<file path="config.mk">
export PLATFORM = sky130hd
export DESIGN_NAME = sdram_bank_tracker
export DESIGN_NICKNAME = d
export VERILOG_FILES = /design/src/rtl/sdram_bank_tracker.sv
export SDC_FILE = /design/constraint.sdc
export NUM_CORES = 1
export LEC_CHECK = 0
export ABC_AREA = 1
export CAP_MARGIN = 10
export CORE_UTILIZATION = 38
export DETAILED_ROUTE_END_ITERATION = 6
export PLACE_DENSITY = 0.86
export SLEW_MARGIN = 20
export SYNTH_ARGS = -nofsm -noshare
export SYNTH_HDL_FRONTEND = slang
export SYNTH_SLANG_ARGS = --single-unit
export TNS_END_PERCENT = 5
</file>
<file path="constraint.sdc">
create_clock -name clk -period 2.24 [get_ports clk]
set_clock_uncertainty 0.2 [all_clocks]
set_input_delay 0.672 -clock clk [delete_from_list [all_inputs] [get_ports clk]]
set_output_delay 0.672 -clock clk [all_outputs]
set_load 0.01 [all_outputs]
</file>
<file path="src/rtl/sdram_bank_tracker.sv">
// One bank's open flag, open row and tRCD down-counter.
// State updates on the edge that samples act_i/close_i; no backpressure.
module sdram_bank_tracker #(
    parameter int ROW_W    = 13,
    parameter int TRCD_CYC = 1
) (
    input  logic             clk,
    input  logic             rst,
    input  logic             act_i,
    input  logic             close_i,
    input  logic [ROW_W-1:0] row_i,
    output logic             is_open_o,
    output logic [ROW_W-1:0] row_o,
    output logic             rcd_ok_o
);
    localparam int RCD_W = (TRCD_CYC < 1) ? 1 : $clog2(TRCD_CYC + 1);
    localparam logic [RCD_W-1:0] RCD_LOAD = RCD_W'((TRCD_CYC > 0) ? TRCD_CYC - 1 : 0);

    logic             open_q;
    logic [ROW_W-1:0] row_q;
    logic [RCD_W-1:0] rcd_q;

    always_ff @(posedge clk) begin
        if (rst) begin
            open_q <= 1'b0;
            row_q  <= '0;
            rcd_q  <= '0;
        end else begin
            if (rcd_q != '0) rcd_q <= rcd_q - 1'b1;
            // The top only raises act_i for an idle bank, so act and close never conflict
            if (act_i) begin
                open_q <= 1'b1;
                row_q  <= row_i;
                rcd_q  <= RCD_LOAD;
            end else if (close_i) begin
                open_q <= 1'b0;
            end
        end
    end

    assign is_open_o = open_q;
    assign row_o     = row_q;
    assign rcd_ok_o  = (rcd_q == '0);

endmodule

</file>
# Word-level counts from Yosys, hierarchy flattened
# Index checks and enable logic that the tools add are counted.
# op_classes
add_sub_neg	1
n_mul	0
div_mod_pow	0
magnitude_cmp	0
n_eq_ne	0
n_shift	0
n_mux	2
n_bitwise	1
reduce_logical	2
# op_table
op	n
3-bit OR reduction	1
1-bit two-way mux	2
2-bit nonzero test	1
1-bit inverter	1
1-bit subtractor, second input constant	1
# word_totals
regBits	15
latch_bits	0
ramBits	0
mem_bits_ro	0
inputBits	17
out_inout_bits	15
n_memories	0

# Depth between registers and ports, before layout
# Gate-level depths: netlist (run 1).
# logic_depth
depth_word	2
depth_mapped	4

# Worst setup path after synthesis (run 1)
# Ideal clock, no wire load.
# synth_timing
kind	input-to-reg
start	input port act_i
end	register row_q[10] (netlist: row_o[10])
setup_ps	116
arrival_ps	997
required_ps	1924
slack_ps	927
stages	3
cell_sequence	buf_4 -> o21ai_0 -> nor2_1
# synth_rtl
element	line	text
start: declaration	9	input logic act_i,
end signal: assignment	33	row_q <= row_i;
end: declaration	20	logic [ROW_W-1:0] row_q;

# Worst setup path after layout (run 1)
# layout_timing
start	register row_q[1] (netlist: row_o[1])
end	output port row_o[1]
# layout_rtl
element	line	text
end: declaration	13	output logic [ROW_W-1:0] row_o,
# No word-level cell between the ends.

==> results.md, run 1 <==
- The met3 track utilization from global routing is 0.0852.
- The filler cells instantiated in the layout total 115.
- In this run the standard cell core region covers about 1300 sq um.
- The first routing iteration left 6 violations.
- Setup repair after global routing left no endpoint under its margin.
- The critical path is of the reg -> out type.
- Along the worst hold path, the cell count comes to 2.
- The first-pass GRT wire length is 1790 microns.
- On the critical path, the stage with the largest delay is an instance of sky130_fd_sc_hd__clkdlybuf4s50_1.
- The total congestion overflow is 0.
- The setup fix buffers added after clock tree synthesis is 0.
- The number of nets at the end of the flow is ~120.
- For this design the ratio of total power to cell area is about 630 nW/um^2.
- Across the run, the number of max-cap violations was 0.
- Of the available clock period, the critical path in the final layout requires 0.917.
- The cell area that synthesis handed to floorplanning was 543 sq um.
- The met1 usage is 0.186.
- The data required time of the critical path is roughly 1.4 ns.
- A synthesized cell averages 8.48 sq um.
- The site row count is 13.
- The combined flip-flop and latch cell area is 300 sq um.
- The number of buffers inserted during clock tree synthesis is 3.
- Pin placement for this block handled 32 I/O pins.
- The setup TNS after final layout is 0 ns.
- The hold buffer count at CTS is 0.
- The clock net in this run drives a total of 15 sinks.
- The number of cells upsized or downsized after cts is 0.
- Clock tree synthesis selected as its root buffer the cell sky130_fd_sc_hd__clkbuf_4.
- Summing all multi-input logic gate instances after layout gives 201 sq um.
- The number of distinct library cells after synthesis is 13.
- The worst path arrival time is ~1.2 ns.
- Synthesis produced a netlist with a net count of 81.
- From synthesis to final layout, the design area changed by 62.2%.
- The count of nets left with antenna violations after detail routing is 0.
- TritonCTS built the clock tree.
- The port buffer count is 31.
- The count of endpoints failing setup in the final report is 0.
- Entering global routing, the biggest net connects 15 pins.
- 0 antenna diodes ended up in the layout.
- STA classifies the critical path startpoint as a register.
- For this run, the total global-route usage over all layers was measured as 0.179.
- The flow ran to the end, and the final reports show no timing, DRC or antenna violations.
- The worst register-to-register path has a depth of 2.
- In this design, the largest share of critical-path delay is due to buffers and inverters.
- In this run the number of H-tree levels came out at 1.
- Of all nets on the critical path, the largest fanout is 2.
- For this run, global-route usage on met2 was measured as 0.303.
- The most crowded layer after global routing is met2.
- After detailed placement, the total cell area comes to 853 sq um.
- The initial utilization of the core area, before any placement, comes to 0.412.
- The number of instances in the synthesized netlist is 64.
- The longest clock path from root to sink contains 2 buffers.
- The via-per-instance ratio is 4.48.
- Of the cells placed in the final design, the portion with a size suffix greater than 1 is 0.175.
- The overall die width is 39.8 microns.
- The count of buffering cells on the critical path with inverters included is 1.
- The number of antenna violations at the first check in global routing came to 0.
- The average routed wire per standard cell is 10.9 microns.
- For this run, the number of Yosys warnings is 0.
- For the worst-skew pair, the clock arrives at the later sink with an insertion delay of ~0.29 ns.
- In the routed design, unresolved DRC markers number 0.
- The highest ir drop seen on vdd is 579 uV.
- The clock slew at the register clock pins of the worst setup and hold paths is approximately 0.1 ns.
- The path class of the lowest-slack min-delay path is reg -> reg.
- In this run the number of cells on the critical path is 1.
- The routed design could run at a clock period as short as slightly above 2 ns.
- The die height is just under 40 microns.
- The synthesized flop and latch total is 15.
- The final wirelength is 1220 microns.
- Detailed placement ended at an HPWL of 888 microns.
- The via count of the first global-routing pass is 442.
- Routability-driven placement finished with a final weighted congestion of 0.613.
- The worst setup path is captured at an output port.
- The highest attainable clock frequency is 487 MHz.
- Traced cell by cell, the critical path runs through clkdlybuf4s50_1.
- The final-report max-slew violation count is 0.
- For this run, the register share of the synthesized area comes to 0.553.
- The final hold violation count was 0.
- Summed over all cells, the static leakage comes to between 0.3 and 0.4 nW.
- The total via count after detailed routing is between 500 and 600.
- The delay of the slowest cell on the worst path is 0.54 ns.
- With fillers left out, the area of the finished cells amounts to 881 sq um.
- The number of iterations in the first detailed-routing pass is 4.
- The die area is about 1600 sq um.
worst paths after layout:
kind                                start         to  slack (ns)
worst min-delay path            is_open_o  is_open_o        0.27
worst min register to register  is_open_o  is_open_o        0.27
worst max-delay path             row_o[1]   row_o[1]        0.18
worst max register to register   row_o[8]   row_o[8]        1.42
tightest hold or removal path, cell delays in order, from the launching register on:
cell and delay [ns]:
sky130_fd_sc_hd__dfxtp_1 0.32, sky130_fd_sc_hd__nand2_1 0.07, sky130_fd_sc_hd__a21oi_2 0.04
flip-flops by register name, summed over array words and instances (netlist names):
register / cells
is_open_o: 1
rcd_q: 1
row_o: 13
cell families after synthesis:
| logic type | Yosys count | share of synthesized area |
|---|---|---|
| AND/OR/NAND/NOR | 27 | 0.228 |
| flip-flops | 15 | 0.553 |
| AO/OA/AOI/OAI | 14 | 0.136 |
| buffers and inverters | 7 | 0.0761 |
| other | 1 | 0.00691 |
final cells by class:
type,instances,share of cell area
clock buffer,3,0.0256
clock inverter,1,0.00568
inverter,4,0.0170
multi-input combinational,42,0.229
sequential,15,0.341
tap,15,0.0213
timing repair buffer,32,0.361
Yosys cell counts:
library cell / count / area (sq um)
sky130_fd_sc_hd__clkbuf_4: 1 / 7.51
sky130_fd_sc_hd__nor2_2: 9 / 56.3
sky130_fd_sc_hd__inv_2: 2 / 7.51
sky130_fd_sc_hd__dfxtp_1: 15 / 300
sky130_fd_sc_hd__nor2_1: 17 / 63.8
sky130_fd_sc_hd__buf_4: 1 / 7.51
sky130_fd_sc_hd__o21ai_1: 4 / 20.0
sky130_fd_sc_hd__a21oi_2: 1 / 8.76
sky130_fd_sc_hd__o21ai_0: 9 / 45.0
sky130_fd_sc_hd__buf_6: 1 / 11.3
sky130_fd_sc_hd__inv_1: 2 / 7.51
sky130_fd_sc_hd__conb_1: 1 / 3.75
sky130_fd_sc_hd__nand2_1: 1 / 3.75
cell usage in the layout (no fill, tap or decap), drive strengths merged:
cell           netlist  final
inv                  4      4
o21ai               13     13
clkdlybuf4s50        0     31
buf                  2      1
nor2                26     26
clkbuf               1      3
nand2                1      1
dfxtp               15     15
conb                 1      1
a21oi                1      1
clkinv               0      1
per-stage QoR:
step / utilization / total power [mW] / std cells / setup slack [ns] / hold slack [ns]
floorplan: - / 0.341 / 64 / 0.927 / 0.286
global placement: 0.648 / 0.408 / 108 / 0.414 / 0.261
detailed placement: 0.648 / 0.410 / 108 / 0.372 / 0.268
CTS: 0.669 / 0.563 / 112 / 0.180 / 0.280
global route: 0.669 / 0.587 / 112 / 0.133 / 0.311
finish: 0.669 / 0.559 / 112 / 0.185 / 0.274
report_power, final:
| group | internal [mW] | switching (mW) | total, mW | leakage [nW] |
|---|---|---|---|---|
| registers | 0.285 | 0.00849 | 0.293 | 0.125 |
| clock network | 0.0664 | 0.0898 | 0.156 | 0.0177 |
| logic | 0.0665 | 0.0431 | 0.110 | 0.219 |
| total | 0.418 | 0.141 | 0.559 | 0.362 |
routing by layer:
metal / share of wire / vias to the layer above
met5: 0 / -
met4: 0.0098 / 0
met3: 0.059 / 2
met2: 0.53 / 20
met1: 0.40 / 213
li1: - / 267
Power figures use the tool's default switching activity.
==> run 2, diff against run 1 <==
--- a/config.mk
+++ b/config.mk
@@ -8,6 +8,7 @@
 export ABC_AREA = 1
 export CAP_MARGIN = 10
 export CORE_UTILIZATION = 38
+export CTS_CLUSTER_DIAMETER = 60
 export DETAILED_ROUTE_END_ITERATION = 6
 export PLACE_DENSITY = 0.86
 export SLEW_MARGIN = 20
==> results of run 2 <==
The final DEF is identical to that of run 1; final timing and power are the same.
==> run 3, diff against run 2 <==
--- a/config.mk
+++ b/config.mk
@@ -11,6 +11,7 @@
 export CTS_CLUSTER_DIAMETER = 60
 export DETAILED_ROUTE_END_ITERATION = 6
 export PLACE_DENSITY = 0.86
+export SETUP_SLACK_MARGIN = 0.1
 export SLEW_MARGIN = 20
 export SYNTH_ARGS = -nofsm -noshare
 export SYNTH_HDL_FRONTEND = slang
==> results of run 3 <==
The final DEF is identical to that of run 1; final timing and power are the same.
==> edit 1: new RTL, flow settings as in run 1 <==
`ROW_W`: 13 -> 26.
--- a/src/rtl/sdram_bank_tracker.sv
+++ b/src/rtl/sdram_bank_tracker.sv
@@ -1,7 +1,7 @@
 // One bank's open flag, open row and tRCD down-counter.
 // State updates on the edge that samples act_i/close_i; no backpressure.
 module sdram_bank_tracker #(
-    parameter int ROW_W    = 13,
+    parameter int ROW_W    = 26,
     parameter int TRCD_CYC = 1
 ) (
     input  logic             clk,
Interface: changed (resized row_i and row_o); port bits go from 32 to 58. The function was not compared with the original's and may differ.
==> edit 1 against run 1 <==
  * The run now ends with design-rule violations left
  * Sequential cell count rose by 13
  * Synthesized cell count rose by 88%
  * Synthesized area rose by 83%
  * Register-to-register slack got worse by 40 ps
  * Total power rose by 94%
  * Worst setup slack got worse by 86 ps
  * Design area rose by 82%
  * Routed wire length rose by 100%
  * Critical path type unchanged
  * Largest power group unchanged
==> edit 1: results (changes against run 1) <==
[synth]
synthCells=120  ; was 64
seq_area_frac_synth_pct=56.35  ; was 55.30%
yosys-top-cells-count=nor2_1 (52), dfxtp_1 (28), o21ai_0 (19), o21ai_1 (7), buf_6 (4)  ; was nor2_1 (17), dfxtp_1 (15), nor2_2 (9), o21ai_0 (9), o21ai_1 (4)
synth.area.top_cells=dfxtp_1 (56%), nor2_1 (20%), o21ai_0 (9.6%), buf_6 (4.5%), o21ai_1 (3.5%)  ; was dfxtp_1 (55%), nor2_1 (12%), nor2_2 (10%), o21ai_0 (8.3%), o21ai_1 (3.7%)

[critical_path]
r2r-start=row_o[7]  ; was row_o[8]
arrival_ps=1270  ; was 1180 ps
crit_family=buffers and inverters  ; unchanged
crit_path_start=row_o[12]  ; was row_o[1]
worst_path_largest_cell_delay_ps=560  ; was 540 ps

[placed_design]
dpl.cell_count=201  ; was 108
dpl_cell_area_sq_um=1553  ; was 853.3 sq um
hpwl_mm=1.729  ; was 887.9 um
port_buffers=57  ; was 31
dp_slack_ps=296.8  ; was 372.0 ps

[power_and_ir_drop]
peakVddDrop_v=0.0003570  ; was 0.0005787 V
p_switching_mw=0.2474  ; was 0.1414 mW

[route]
first_pass_iters=6  ; was 4
drc_errors=2  ; was 0
viasPerCell=4.668  ; was 4.482

[global_route]
grt_use_total_pct=18.11  ; was 17.95%
grt_max_degree=28  ; was 15
grt_first_pass_wirelength_mm=3.643  ; was 1.794 mm
grt_pass1_vias=897  ; was 442

[outcome]
violations=design-rule violations
status=complete, but fails checks  ; was finished, final reports clean

[finish]
largest_reg_flops=26  ; was 13
drive_gt1_share_pct=4.571  ; was 17.53%
nets=206  ; was 115

[clock_tree]
clk_pin_slew_worst_paths_ps=150  ; was 100 ps
clk_latency_ps=330  ; was 290 ps
clock_path_buffers=2  ; unchanged

edit 1: cell types whose count changed after synthesis, moves of 2 or more:
cell,run 1,this run
dfxtp_1,15,28
buf_2,0,2
o21ai_0,9,19
buf_6,1,4
nor2_1,17,52
nor2_2,9,0
o21ai_1,4,7
edit 1: cell type report:
type | instances | area, sq um
repair buffers | 58 | 590.6
well taps | 30 | 37.54
inverters | 4 | 22.52
clock inverters | 1 | 30.03
clock buffers | 3 | 22.52
flip-flops and latches | 28 | 560.5
fillers | 217 | 872.1
multi-input cells | 81 | 341.6
edit 1: cells by family after synthesis:
family | after synthesis | synth area share (%)
simple gates | 53 | 20.00
compound gates | 27 | 13.96
buf+inv | 11 | 9.307
other cells | 1 | 0.3770
flops | 28 | 56.35
edit 1: path summary, 6_finish.rpt:
path / to / slack [ps]
max: row_o[12] / 100
min: is_open_o / 290
max reg2reg: row_o[7] / 1380
min reg2reg: is_open_o / 290
edit 1: power by group through the flow:
stage | logic [mW] | clock network [mW] | registers [mW]
final | 0.201 | 0.332 | 0.550
after CTS | 0.203 | 0.337 | 0.551
after detailed placement | 0.201 | 0 | 0.561
after floorplan | 0.0633 | 0 | 0.575
after global routing | 0.218 | 0.359 | 0.554
after global placement | 0.196 | 0 | 0.560
edit 1: layer usage:
layer / wire (um) / share of wire, % / vias up / global-route usage [%]
li1: - / - / 486 / -
met1: 1059 / 42 / 428 / 19.65
met3: 101 / 4.1 / 7 / 2.586
met2: 1260 / 51 / 36 / 33.33
met5: 0 / 0 / - / 0
met4: 72 / 2.9 / 0 / 9.649
==> edit 2: new RTL, flow settings as in run 1 <==
Made on the original files. Put a register stage on the output `rcd_ok_o`, cleared by the reset. The value now appears one clock later. The other outputs are not delayed to match.
--- a/src/rtl/sdram_bank_tracker.sv
+++ b/src/rtl/sdram_bank_tracker.sv
@@ -40,7 +40,13 @@
 
     assign is_open_o = open_q;
     assign row_o     = row_q;
-    assign rcd_ok_o  = (rcd_q == '0);
+    always_ff @(posedge clk) begin
+        if (rst) begin
+            rcd_ok_o <= '0;
+        end else begin
+            rcd_ok_o <= (rcd_q == '0);
+        end
+    end
 
 endmodule
 
Formal check against the unedited RTL: not equivalent (a bounded check fails within 4 cycles, from zero or initial values and one cycle with rst high).
==> edit 2 against run 1 <==
  * Worst setup slack about the same
  * Design area grew 0.71%
  * Routed wire length down 4.3%
  * Die area down 0.43%
  * Sequential power rose by 6%
  * Total power rose by 7.8%
  * Synthesized area down 0.46%
  * Sequential cell count increased by 1
==> edit 2: results (changes against run 1) <==
[outcome]
status=finished, final reports clean  ; unchanged

[placed_design]
hpwl_um=872.9  ; was 887.9 um
dp_slack_ps=306.6  ; was 372.0 ps
dpl_cell_area_sq_um=850.8  ; was 853.3 sq um
gp_congestion=0.6374  ; was 0.6127

[power_and_ir_drop]
leakagePower_nw=0.3713  ; was 0.3619 nW
sw_frac_of_total_pct=22.53  ; was 25.28%

[finish]
instances_no_fill=113  ; was 112
drive_gt1_share_pct=7.143  ; was 17.53%
nets=116  ; was 115
fillers=101  ; was 115

[min_path]
worstHoldStart=rcd_q  ; was is_open_o
worstHoldPathCells=1  ; was 2
holdPathEnd=rcd_ok_o  ; was is_open_o

[global_route]
grt_pass1_vias=455  ; was 442
grt_first_pass_wirelength_mm=1.787  ; was 1.794 mm
grt_use_met3_pct=4.545  ; was 8.523%
grt_use_total_pct=17.77  ; was 17.95%
gr-usage-met2_pct=29.10  ; was 30.33%
grt_use_met1_pct=19.44  ; was 18.56%

[critical_path]
r2r-start=row_o[3]  ; was row_o[8]

[synth]
synth_compound_area_share_pct=13.66  ; was 13.59%
synth.area.top_cells=dfxtp_1 (59%), nor2_1 (19%), o21ai_0 (10%), buf_6 (2.1%), o21ai_1 (1.9%)  ; was dfxtp_1 (55%), nor2_1 (12%), nor2_2 (10%), o21ai_0 (8.3%), o21ai_1 (3.7%)
seq_area_frac_synth_pct=59.26  ; was 55.30%
synthCells=65  ; was 64
yosysUniqueCellTypes=12  ; was 13

[timing]
worst_hold_slack_ps=184.5  ; was 273.7 ps
fmax_mhz=486.5  ; was 486.6 MHz

[route]
vias=517  ; was 502
drt_iter0_markers=9  ; was 6
routedWlPerCell_um=10.34  ; was 10.89 um

[clock_tree]
clk_latency_ps=280

==> edit 2: changes by cell type after synthesis, sizes merged <==
cell          run 1  this run
inv               4         3
dfxtp            15        16
nor2             26        27
==> edit 2: worst max path at each step <==
stage               startpoint        end
floorplan                act_i  row_o[10]
global placement           rst   row_o[8]
detailed placement         rst  row_o[11]
CTS                   row_o[5]   row_o[5]
global route          row_o[5]   row_o[5]
finish                row_o[5]   row_o[5]
==> edit 2: metrics by stage <==
step	util [%]	total power, mW
floorplan	-	0.3564
global placement	64.58	0.4217
detailed placement	64.58	0.4247
CTS	67.33	0.6101
global route	67.33	0.6338
finish	67.33	0.6030
==> edit 2: cell type report <==
cell class	instances	share of cell area (%)
Tap cell	15	2.116
Inverter	3	1.269
Multi-Input combinational cell	43	20.59
Clock buffer	4	4.090
Sequential cell	16	36.11
Timing Repair Buffer	32	35.83
==> edit 2: per-layer routing <==
layer | up-vias | share of wire (%)
met3 | 4 | 7.1
met5 | - | 0
met1 | 225 | 43
met4 | 0 | 2.1
met2 | 21 | 48
li1 | 267 | -
==> edit 2: worst register-to-register path, delay by kind of cell, from the launching register on <==
kind / cells / cell delay, ps
simple gates: 1 / 60
compound gates: 1 / 190
flops: 1 / 320
==> edit 2: cell families after synthesis <==
kind of cell    Yosys count
compound gates           14
buf+inv                   6
flops                    16
other cells               1
simple gates             28
==> edit 2: power groups by stage <==
| stage | registers [mW] | logic (mW) | clock network, mW |
|---|---|---|---|
| floorplan | 0.327 | 0.0294 | 0 |
| global placement | 0.319 | 0.103 | 0 |
| detailed placement | 0.319 | 0.106 | 0 |
| CTS | 0.313 | 0.107 | 0.191 |
| global route | 0.315 | 0.116 | 0.204 |
| finish | 0.312 | 0.105 | 0.186 |
